[src/rtl/adder_pkg.sv]
// Shared types and sizing helpers for the segmented pipelined adder.
// Latency: n/a (package). Backpressure: n/a.
// Provides the add/subtract opcode encoding and the stage-count function.
package adder_pkg;

   typedef enum logic {
      OP_ADD = 1'b0,
      OP_SUB = 1'b1
   } op_e;

   function automatic int seg_count(input int w, input int m);
      return w / m;
   endfunction

endpackage

[src/rtl/seg_add_stage.sv]
// One M-bit segment add with its stage register; stage K of S.
// Latency: 1 cycle. Backpressure: holds all state while en is low.
// Optional SEG_PIPE_ADDER_OVF_EN adds a signed-overflow register to the last stage.
module seg_add_stage
   import adder_pkg::*;
#(
   parameter int W = 32,
   parameter int M = 8,
   parameter int K = 0,
   parameter int S = 4
) (
   input  logic         clk,
   input  logic         rst,
   input  logic         en,
   input  logic         prev_vld,
   input  logic [W-1:0] prev_acc,
   input  logic [W-1:0] prev_b,
   input  logic         prev_c,
   output logic         vld,
   output logic [W-1:0] acc,
   output logic [W-1:0] b,
   output logic         c,
   output logic         ovf
);

   localparam bit LAST = (K == S - 1);

   logic [M:0] seg_sum;

   // The current operand segment always sits in the low M bits: acc rotates the
   // finished sum segment in at the top while b shifts its consumed segment out.
   assign seg_sum = {1'b0, prev_acc[M-1:0]} + {1'b0, prev_b[M-1:0]} + {{M{1'b0}}, prev_c};

   always_ff @(posedge clk) begin
      if (rst) begin
         vld <= 1'b0;
         acc <= '0;
         b   <= '0;
         c   <= 1'b0;
      end else if (en) begin
         vld <= prev_vld;
         acc <= (prev_acc >> M) | (W'(seg_sum[M-1:0]) << (W - M));
         b   <= LAST ? '0 : (prev_b >> M);
         c   <= seg_sum[M];
      end
   end

`ifdef SEG_PIPE_ADDER_OVF_EN
   // Only the last stage sees the sign bits of a and b' in its low segment.
   if (LAST) begin : g_ovf
      always_ff @(posedge clk) begin
         if (rst) begin
            ovf <= 1'b0;
         end else if (en) begin
            ovf <= (prev_acc[M-1] == prev_b[M-1]) && (seg_sum[M-1] != prev_acc[M-1]);
         end
      end
   end else begin : g_no_ovf
      assign ovf = 1'b0;
   end
`else
   assign ovf = 1'b0;
`endif

endmodule

[src/rtl/seg_pipe_adder.sv]
// Segmented pipelined W-bit add/subtract; carry ripples one M-bit segment per stage.
// Latency: S = W/M cycles, one op per cycle. Backpressure: whole pipe stalls when out_valid && !out_ready.
// Optional macro SEG_PIPE_ADDER_OVF_EN enables the signed-overflow output.
module seg_pipe_adder
   import adder_pkg::*;
#(
   parameter int W = 32,
   parameter int M = 8
) (
   input  logic         clk,
   input  logic         rst,
   input  logic         in_valid,
   output logic         in_ready,
   input  logic [W-1:0] a,
   input  logic [W-1:0] b,
   input  logic         c_in,
   input  logic         op,
   output logic         out_valid,
   input  logic         out_ready,
   output logic [W-1:0] s,
   output logic         c_out,
   output logic         ovf
);

   localparam int S = seg_count(W, M);

   if (W % M != 0) begin : g_bad_width
      $error("seg_pipe_adder: W must be a multiple of M");
   end

   logic         en;
   logic         vld_p [0:S];
   logic [W-1:0] acc_p [0:S];
   logic [W-1:0] b_p   [0:S];
   logic         c_p   [0:S];
   logic         ovf_p [0:S-1];

   // Bubbles are not collapsed: every stage advances together or not at all.
   assign en       = !out_valid || out_ready;
   assign in_ready = en;

   assign vld_p[0] = in_valid;
   assign acc_p[0] = a;
   assign b_p[0]   = (op_e'(op) == OP_SUB) ? ~b : b;
   assign c_p[0]   = c_in;

   for (genvar k = 0; k < S; k++) begin : g_stage
      seg_add_stage #(
         .W (W),
         .M (M),
         .K (k),
         .S (S)
      ) u_stage (
         .clk      (clk),
         .rst      (rst),
         .en       (en),
         .prev_vld (vld_p[k]),
         .prev_acc (acc_p[k]),
         .prev_b   (b_p[k]),
         .prev_c   (c_p[k]),
         .vld      (vld_p[k+1]),
         .acc      (acc_p[k+1]),
         .b        (b_p[k+1]),
         .c        (c_p[k+1]),
         .ovf      (ovf_p[k])
      );
   end

   assign out_valid = vld_p[S];
   assign s         = acc_p[S];
   assign c_out     = c_p[S];
   assign ovf       = ovf_p[S-1];

endmodule

[config.mk]
export PLATFORM = sky130hd
export DESIGN_NAME = seg_pipe_adder
export DESIGN_NICKNAME = d
export VERILOG_FILES = /design/src/rtl/adder_pkg.sv /design/src/rtl/seg_add_stage.sv /design/src/rtl/seg_pipe_adder.sv
export SDC_FILE = /design/constraint.sdc
export NUM_CORES = 1
export LEC_CHECK = 0
export BUFFER_PORTS_ARGS = -buffer_cell sky130_fd_sc_hd__buf_2
export CORE_MARGIN = 5
export CORE_UTILIZATION = 44
export DETAILED_ROUTE_END_ITERATION = 6
export GPL_ROUTABILITY_DRIVEN = 0
export PLACE_DENSITY = 0.61
export SLEW_MARGIN = 20
export SYNTH_ARGS = -nofsm -noshare
export SYNTH_HDL_FRONTEND = slang
export SYNTH_SLANG_ARGS = --single-unit
[constraint.sdc]
create_clock -name clk -period 4.8 [get_ports clk]
set_clock_uncertainty 0.1 [all_clocks]
set_input_delay 1.44 -clock clk [delete_from_list [all_inputs] [get_ports clk]]
set_output_delay 1.44 -clock clk [all_outputs]
set_load 0.005 [all_outputs]
* Yosys cells after proc, flatten, opt, wreduce, memory -nomap -nowiden
Cells that the tools add are included.
Word-level totals: flip-flop bits (word level) 184, output and inout bits 36, word-level logic and storage cells 31
Cells by class: add/subtract/negate cells 8, muxes and demuxes 1, bitwise operators 5, reductions and logical operators 2
Operator list (count):
- 24-bit by 32-bit bitwise OR with 32-bit output | 4
- 8-bit by 8-bit adder with 9-bit output | 4
- 9-bit by 1-bit adder with 9-bit output | 4
- 32-bit 2-to-1 mux | 1
- 32-bit NOT | 1
- 1-bit logical NOT | 1
- 1-bit logical OR | 1

* Depth between registers and ports, before layout
Gate-level depths: netlist of the first run.
depth after elaboration 5, depth in mapped cells 10

* Cells and area by module
From an unflattened synthesis of the first run, not the netlist that was laid out.
Unflattened totals: cells, all modules 932, area, all modules 9487.8 µm²
By module, submodules not included:
- seg_add_stage at g_stage[0].u_stage | instances 1, cells an instance 237, area an instance 2449.8 µm², seq. area each 1161.1 µm²
- seg_add_stage at g_stage[1].u_stage | instances 1, cells an instance 237, area an instance 2441.1 µm², seq. area each 1161.1 µm²
- seg_add_stage at g_stage[2].u_stage | instances 1, cells an instance 237, area an instance 2431.1 µm², seq. area each 1161.1 µm²
- seg_add_stage at g_stage[3].u_stage | instances 1, cells an instance 184, area an instance 1808.0 µm², seq. area each 680.7 µm²
- seg_pipe_adder | instances 1, cells an instance 37, area an instance 357.8 µm², seq. area each 0.0 µm²

* Worst setup path before layout of the first run
No wires, ideal clock.
path kind in2reg, from input op, to register g_stage[0].u_stage.acc[30], arrival 3.488 ns, slack 1.092 ns, cell stages on the path 10, path buffers 2, cell sequence buf_2 -> buf_2 -> xnor2_1 -> fa_1 -> fa_1 -> nor2b_1 -> o31a_1 -> o22a_1 -> nor4b_1 -> a211o_1
On the way: longest elaborated chain between the ends 4
Ends and longest elaborated chain:
- from (decl) | line seg_pipe_adder.sv:17 | input logic op,
- 32-bit 2-to-1 mux | line seg_pipe_adder.sv:44 | assign b_p[0] = (op_e'(op) == OP_SUB) ? ~b : b;
- 8-bit by 8-bit adder with 9-bit output | line seg_add_stage.sv:32 | assign seg_sum = {1'b0, prev_acc[M-1:0]} + {1'b0, prev_b[M-1:0]} + {{M{1'b0}}, prev_c};
- 9-bit by 1-bit adder with 9-bit output | line seg_add_stage.sv:32
- 24-bit by 32-bit bitwise OR with 32-bit output | line seg_add_stage.sv:42 | acc <= (prev_acc >> M) | (W'(seg_sum[M-1:0]) << (W - M));
- to (signal assigned) | line seg_add_stage.sv:42
- to (decl) | line seg_add_stage.sv:20 | output logic [W-1:0] acc,
Every way passes these cells. A chain may end at the register's enable or synchronous reset.

* Final worst setup path of the first run
from input out_ready, to output in_ready
On the way: longest elaborated chain between the ends 1
Ends and longest elaborated chain:
- from (decl) | line seg_pipe_adder.sv:19 | input logic out_ready,
- 1-bit logical OR | line seg_pipe_adder.sv:39 | assign en = !out_valid || out_ready;
- to (decl) | line seg_pipe_adder.sv:13 | output logic in_ready,
Every way passes these cells.

==> results.toml, run 1 <==
[placement]
dp_slack_ps = 994
dp_hpwl_um = 11400
port_buffers = 104

[global_routing]
grt.total_usage_pct = 16.3
gr-total-overflow = 0
grt_pass1_vias = 5763
antenna_found_initial = 0
grt_pass1_wl_um = 29100
grt_max_degree = 204

[worst_setup_path]
rrSetupSlack_ps = 2400
critPathLaunchType = "input pin"
required_ps = 3260
cp_max_fo = 2
critPathCaptureType = "output port"
crit_type = "input pin to output port"
ff2ff_path_depth = 7
r2r-end = "g_stage[2].u_stage.acc[30]$_SDFFE_PP0P_"
cp.arrival_ps = 1940
r2r-start = "g_stage[1].u_stage.acc[0]$_SDFFE_PP0P_"

[synth]
synth_cell_types = 42
ys.warnings.count = 0
ys_ff_latch = 184
synth_fp_nets = 1086
syn_area_per_cell_um2 = 8.25
yosysSeqAreaShare_pct = 45.5
postSynthCellCount = 980
synth_area_mm2 = 0.00809

[clock_tree]
cts_buffers = 17
htreeDepth = 4
cts.reportedPaths.clkPinSlew_ps = 60
postCtsSetupRepairBufs = 0
root_buffer = "clkbuf_16"
cts_resized = 0
cts.sinks = 184
clock_path_buffers = 2
cts_hold_buf = 0
clock_latency_ps = 430
cts_tree = "built"

[sta]
timing.final.ws_setup_ps = 1320
max_freq_mhz = 288
slew_viol_final = 0
slew_headroom_pct = 44.4
fin_setup_tns_ps = 0
rsz0062_at_grt = "false"
period_minus_slack_ps = 3480
tightest_slew_ps = 834
hold_viol = 0
fin_crit_sh_pct = 72.4
finalSetupViolCount = 0

[cells_and_area]
nFillCells = 1819
layout-drive-gt1-share_pct = 14.7
seqCellArea_mm2 = 0.00368
finalNetCount = 1115
diodes = 0
multi_input_area_mm2 = 0.00383
syn_to_final_growth_pct = 11.2
final_util_pct = 49.9

[floorplanning]
start_util_pct = 44.9
core-area_mm2 = 0.0180
num_rows = 49
die_y_um = 146
fp.dieArea_mm2 = 0.0212
io_pins = 106
die_width_um = 146

[routing]
vias = 6298
via_per_inst = 5.03
drtIter0Drc = 465
detail-route-antenna-nets = 0
wl_um = 17500
dr.pass1.iters = 4
wl_per_cell_um = 14.0
drcViolationCount = 0

[power]
power_density_mw_per_mm2 = 375
ir_worst_vdd_v = 0.000256
p_leak_nw = 3.81

[hold_path]
hold_class = "register to register"
hold-path-cell-count = 2
holdPathEnd = "g_stage[3].u_stage.acc[17]$_SDFFE_PP0P_"
hold_start = "g_stage[3].u_stage.acc[17]$_SDFFE_PP0P_"

[run]
drv_cap = 0

[status]
status = "complete, no violations"
## flip-flops by register name (all words and copies together), names as in the netlist
register             flops
g_stage.u_stage.acc    128
g_stage.u_stage.b       48
g_stage.u_stage.c        4
g_stage.u_stage.vld      4
## logic make-up after synthesis
logic type               share of synthesized area, %
flip-flops                                       45.5
adder cells (fa/ha/maj)                          6.31
buffers and inverters                            7.16
XOR/XNOR                                         4.22
AND/OR/NAND/NOR                                  18.4
multiplexers                                    0.495
AO/OA/AOI/OAI                                    17.8
other                                          0.0464
## synthesized netlist by cell type (all sizes together)
library cell    n  area (um2)
nand2         276        1040
dfxtp         184        3680
a21oi         146         734
buf            80         478
nor2           48         180
a211oi         42         315
xnor2          29         254
ha             28         350
clkbuf         19        71.3
o21ai          18        90.1
xor2           10        87.6
nand3           9        45.0
nor4b           9        78.8
a21o            8        60.1
fa              8         160
inv             8        30.0
a31oi           7        43.8
o21a            6        45.0
o22ai           5        37.5
or4             5        41.3
mux2i           4        40.0
nor3            4        20.0
or2             4        25.0
a211o           3        26.3
and3            3        18.8
nor2b           3        18.8
or3             3        18.8
a311o           2        20.0
o211ai          2        15.0
o31a            2        17.5
conb            1        3.75
nor4            1        6.26
o22a            1        8.76
o311a           1        10.0
o41ai           1        16.3
## metrics by stage
stage	instances	total power (W)	cell area, um2	hold slack, ps
6_report	1251	0.00337	8990	345
5_1_grt	1251	0.00353	8990	364
4_1_cts	1251	0.00341	8990	349
3_5_place_dp	1219	0.00208	8430	341
3_3_place_gp	1219	0.00207	8430	337
2_1_floorplan	980	0.00198	8090	332
## how the worst max path moves through the flow
stage              start                                       to  cells past startpoint
6_report       out_ready                                 in_ready                      4
5_1_grt        out_ready                                 in_ready                      4
4_1_cts        out_ready                                 in_ready                      4
3_5_place_dp          op  g_stage[0].u_stage.acc[30]$_SDFFE_PP0P_                      9
3_3_place_gp          op  g_stage[0].u_stage.acc[30]$_SDFFE_PP0P_                      9
2_1_floorplan         op  g_stage[0].u_stage.acc[30]$_SDFFE_PP0P_                     10
## metal layers
| metal | global-route usage (%) | up-vias | share of wire, % | routed length [um] |
|---|---|---|---|---|
| li1 | - | 3336 | - | - |
| met2 | 23.2 | 124 | 42 | 7430 |
| met1 | 24.6 | 2828 | 52 | 9070 |
| met4 | 4.48 | 0 | 0.63 | 110 |
| met3 | 3.83 | 10 | 5.2 | 910 |
| met5 | 0 | - | 0 | 0 |
## power breakdown
group	total, W	switching [W]	internal, W
Combinational	0.000356	0.000194	0.000162
Clock	0.00133	0.000596	0.000733
Sequential	0.00169	0.0000590	0.00163
## layout by cell type (no fill, tap or decap), types with 8 or more instances in the layout
cell type  instances
clkbuf_16         17
nand3_1            9
xnor2_1           29
dfxtp_1          184
a21oi_1          145
nor4b_1            9
buf_2            103
a211oi_1          42
a21o_1             8
xor2_1            10
o21ai_0           16
ha_1              28
nor2_1            48
nand2_1          276
fa_1               8
## cell type report
class / count / area share [%]
multi-input cells: 689 / 42.6
flip-flops and latches: 184 / 41.0
repair buffers: 109 / 6.55
clock buffers: 19 / 4.93
well taps: 229 / 3.19
clock inverters: 13 / 1.35
inverters: 8 / 0.390
## critical path, stage by stage
cell     delay, ps
buf_2          110
nor2b_4        190
inv_6           60
buf_2          130
Power figures use the tool's default switching activity.
==> run 2: changes to the inputs <==
- clock period: 4.8 -> 3.4 ns (I/O delays scaled with it)
==> results.toml, run 2 (synthesis gave the netlist of run 1 again) <==
[worst_setup_path]
critPathCaptureType = "register"
crit_type = "input pin to register"
critPathLaunchType = "input pin"
crit_start = "op"
cp_max_fo = 3
required_ps = 3620
cp.arrival_ps = 2960
r2r-start = "g_stage[1].u_stage.acc[0]$_SDFFE_PP0P_"

[placement]
port_buffers = 104
placed_area_mm2 = 0.00845
dp_hpwl_um = 11900

[clock_tree]
cts.sinks = 184
cts_tree = "built"
root_buffer = "clkbuf_16"
cts_buffers = 17
postCtsSetupRepairBufs = 0
cts_resized = 0
cts_hold_buf = 0
clock_latency_ps = 430
cts.reportedPaths.clkPinSlew_ps = 60
clock_path_buffers = 2
htreeDepth = 4

[sta]
finalSetupViolCount = 0
hold_viol = 0
max_freq_mhz = 364
fin_crit_sh_pct = 80.7
fin_setup_tns_ps = 0
rsz0062_at_grt = "false"
period_minus_slack_ps = 2740
slew_headroom_pct = 43.8
slew_viol_final = 0
tightest_slew_ps = 843

[cells_and_area]
final_cell_mix = "nand2_1 (276), dfxtp_1 (184), a21oi_1 (145)"
finalNetCount = 1120
finalInstanceArea_mm2 = 0.00904
top_register = "g_stage.u_stage.acc"
layout-drive-gt1-share_pct = 14.9
largest_reg_flops = 128
syn_to_final_growth_pct = 11.8
nFillCells = 1797
top_regs = "g_stage.u_stage.acc: 128 flops, g_stage.u_stage.b: 48 flops"
final_common_cell = "nand2_1"

[global_routing]
grt.total_usage_pct = 16.8
grt_max_degree = 143
gr-total-overflow = 0
grt_pass1_wl_um = 29800
antenna_found_initial = 1
grt_pass1_vias = 5951

[routing]
detail-route-antenna-nets = 0
drcViolationCount = 0
wl_um = 17500
via_per_inst = 5.02
vias = 6310
wl_per_cell_um = 13.9
dr.pass1.iters = 4
drtIter0Drc = 356

[floorplanning]
die_width_um = 146
num_rows = 49
die_y_um = 146
start_util_pct = 44.9
fp.dieArea_mm2 = 0.0212
core-area_mm2 = 0.0180
io_pins = 106

[power]
seq_power_share_pct = 48.8
power_frac_clock_pct = 40.8
combPwrFrac_pct = 10.5
netSwitchingFraction_pct = 24.5
p_leak_nw = 3.82
power_density_mw_per_mm2 = 540
p_int_w = 0.00368
p_sw_w = 0.00120
ir_worst_vdd_v = 0.000391

[hold_path]
hold_class = "register to register"
hold_start = "g_stage[3].u_stage.acc[2]$_SDFFE_PP0P_"

[run]
drv_cap = 0

[status]
status = "complete, no violations"
[run 2: layout make-up]
| class | instances | area [um2] | area share [%] |
|---|---|---|---|
| multi-input combinational | 689 | 3830 | 42.4 |
| clock buffer | 19 | 433 | 4.79 |
| inverter | 8 | 35.0 | 0.388 |
| sequential | 184 | 3680 | 40.7 |
| tap | 229 | 287 | 3.17 |
| antenna | 1 | 2.50 | 0.0277 |
| clock inverter | 12 | 153 | 1.69 |
| timing repair buffer | 114 | 614 | 6.80 |
[run 2: worst max-delay path: stages]
cell and delay (ps):
buf_2 120, xnor2_1 130, fa_1 400, fa_1 400, nor2b_1 190, o31a_1 170
o22a_1 190, nor4b_1 60, a211o_1 280
[run 2: final timing paths]
path	endpoint	slack, ps	depth (start not counted)
max	g_stage[0].u_stage.acc[30]$_SDFFE_PP0P_	660	9
min	g_stage[3].u_stage.acc[2]$_SDFFE_PP0P_	350	2
max reg2reg	g_stage[2].u_stage.acc[30]$_SDFFE_PP0P_	1000	7
min reg2reg	g_stage[3].u_stage.acc[2]$_SDFFE_PP0P_	350	2
[run 2: through the flow]
step	cells	hold WS (ps)	power, W	worst slack, ps	util, %
2_1_floorplan	980	332	0.00279	112	-
3_3_place_gp	1224	337	0.00293	217	46.9
3_5_place_dp	1224	342	0.00294	198	46.9
4_1_cts	1255	351	0.00492	656	50.1
5_1_grt	1256	367	0.00510	502	50.2
6_report	1256	348	0.00488	656	50.2
[run 2: power by group through the flow]
stage          sequential [W]  combinational (W)  clock (W)
6_report              0.00238           0.000511    0.00199
3_3_place_gp          0.00243           0.000505          0
3_5_place_dp          0.00243           0.000509          0
2_1_floorplan         0.00240           0.000387          0
4_1_cts               0.00238           0.000514    0.00203
5_1_grt               0.00240           0.000586    0.00212
[run 2: layer usage]
| layer | wire length [um] | vias up | GRT usage, % |
|---|---|---|---|
| met3 | 788 | 16 | 3.92 |
| met5 | 0 | - | 0 |
| met4 | 325 | 0 | 5.64 |
| met2 | 7250 | 113 | 23.4 |
| met1 | 9150 | 2827 | 25.3 |
| li1 | - | 3354 | - |
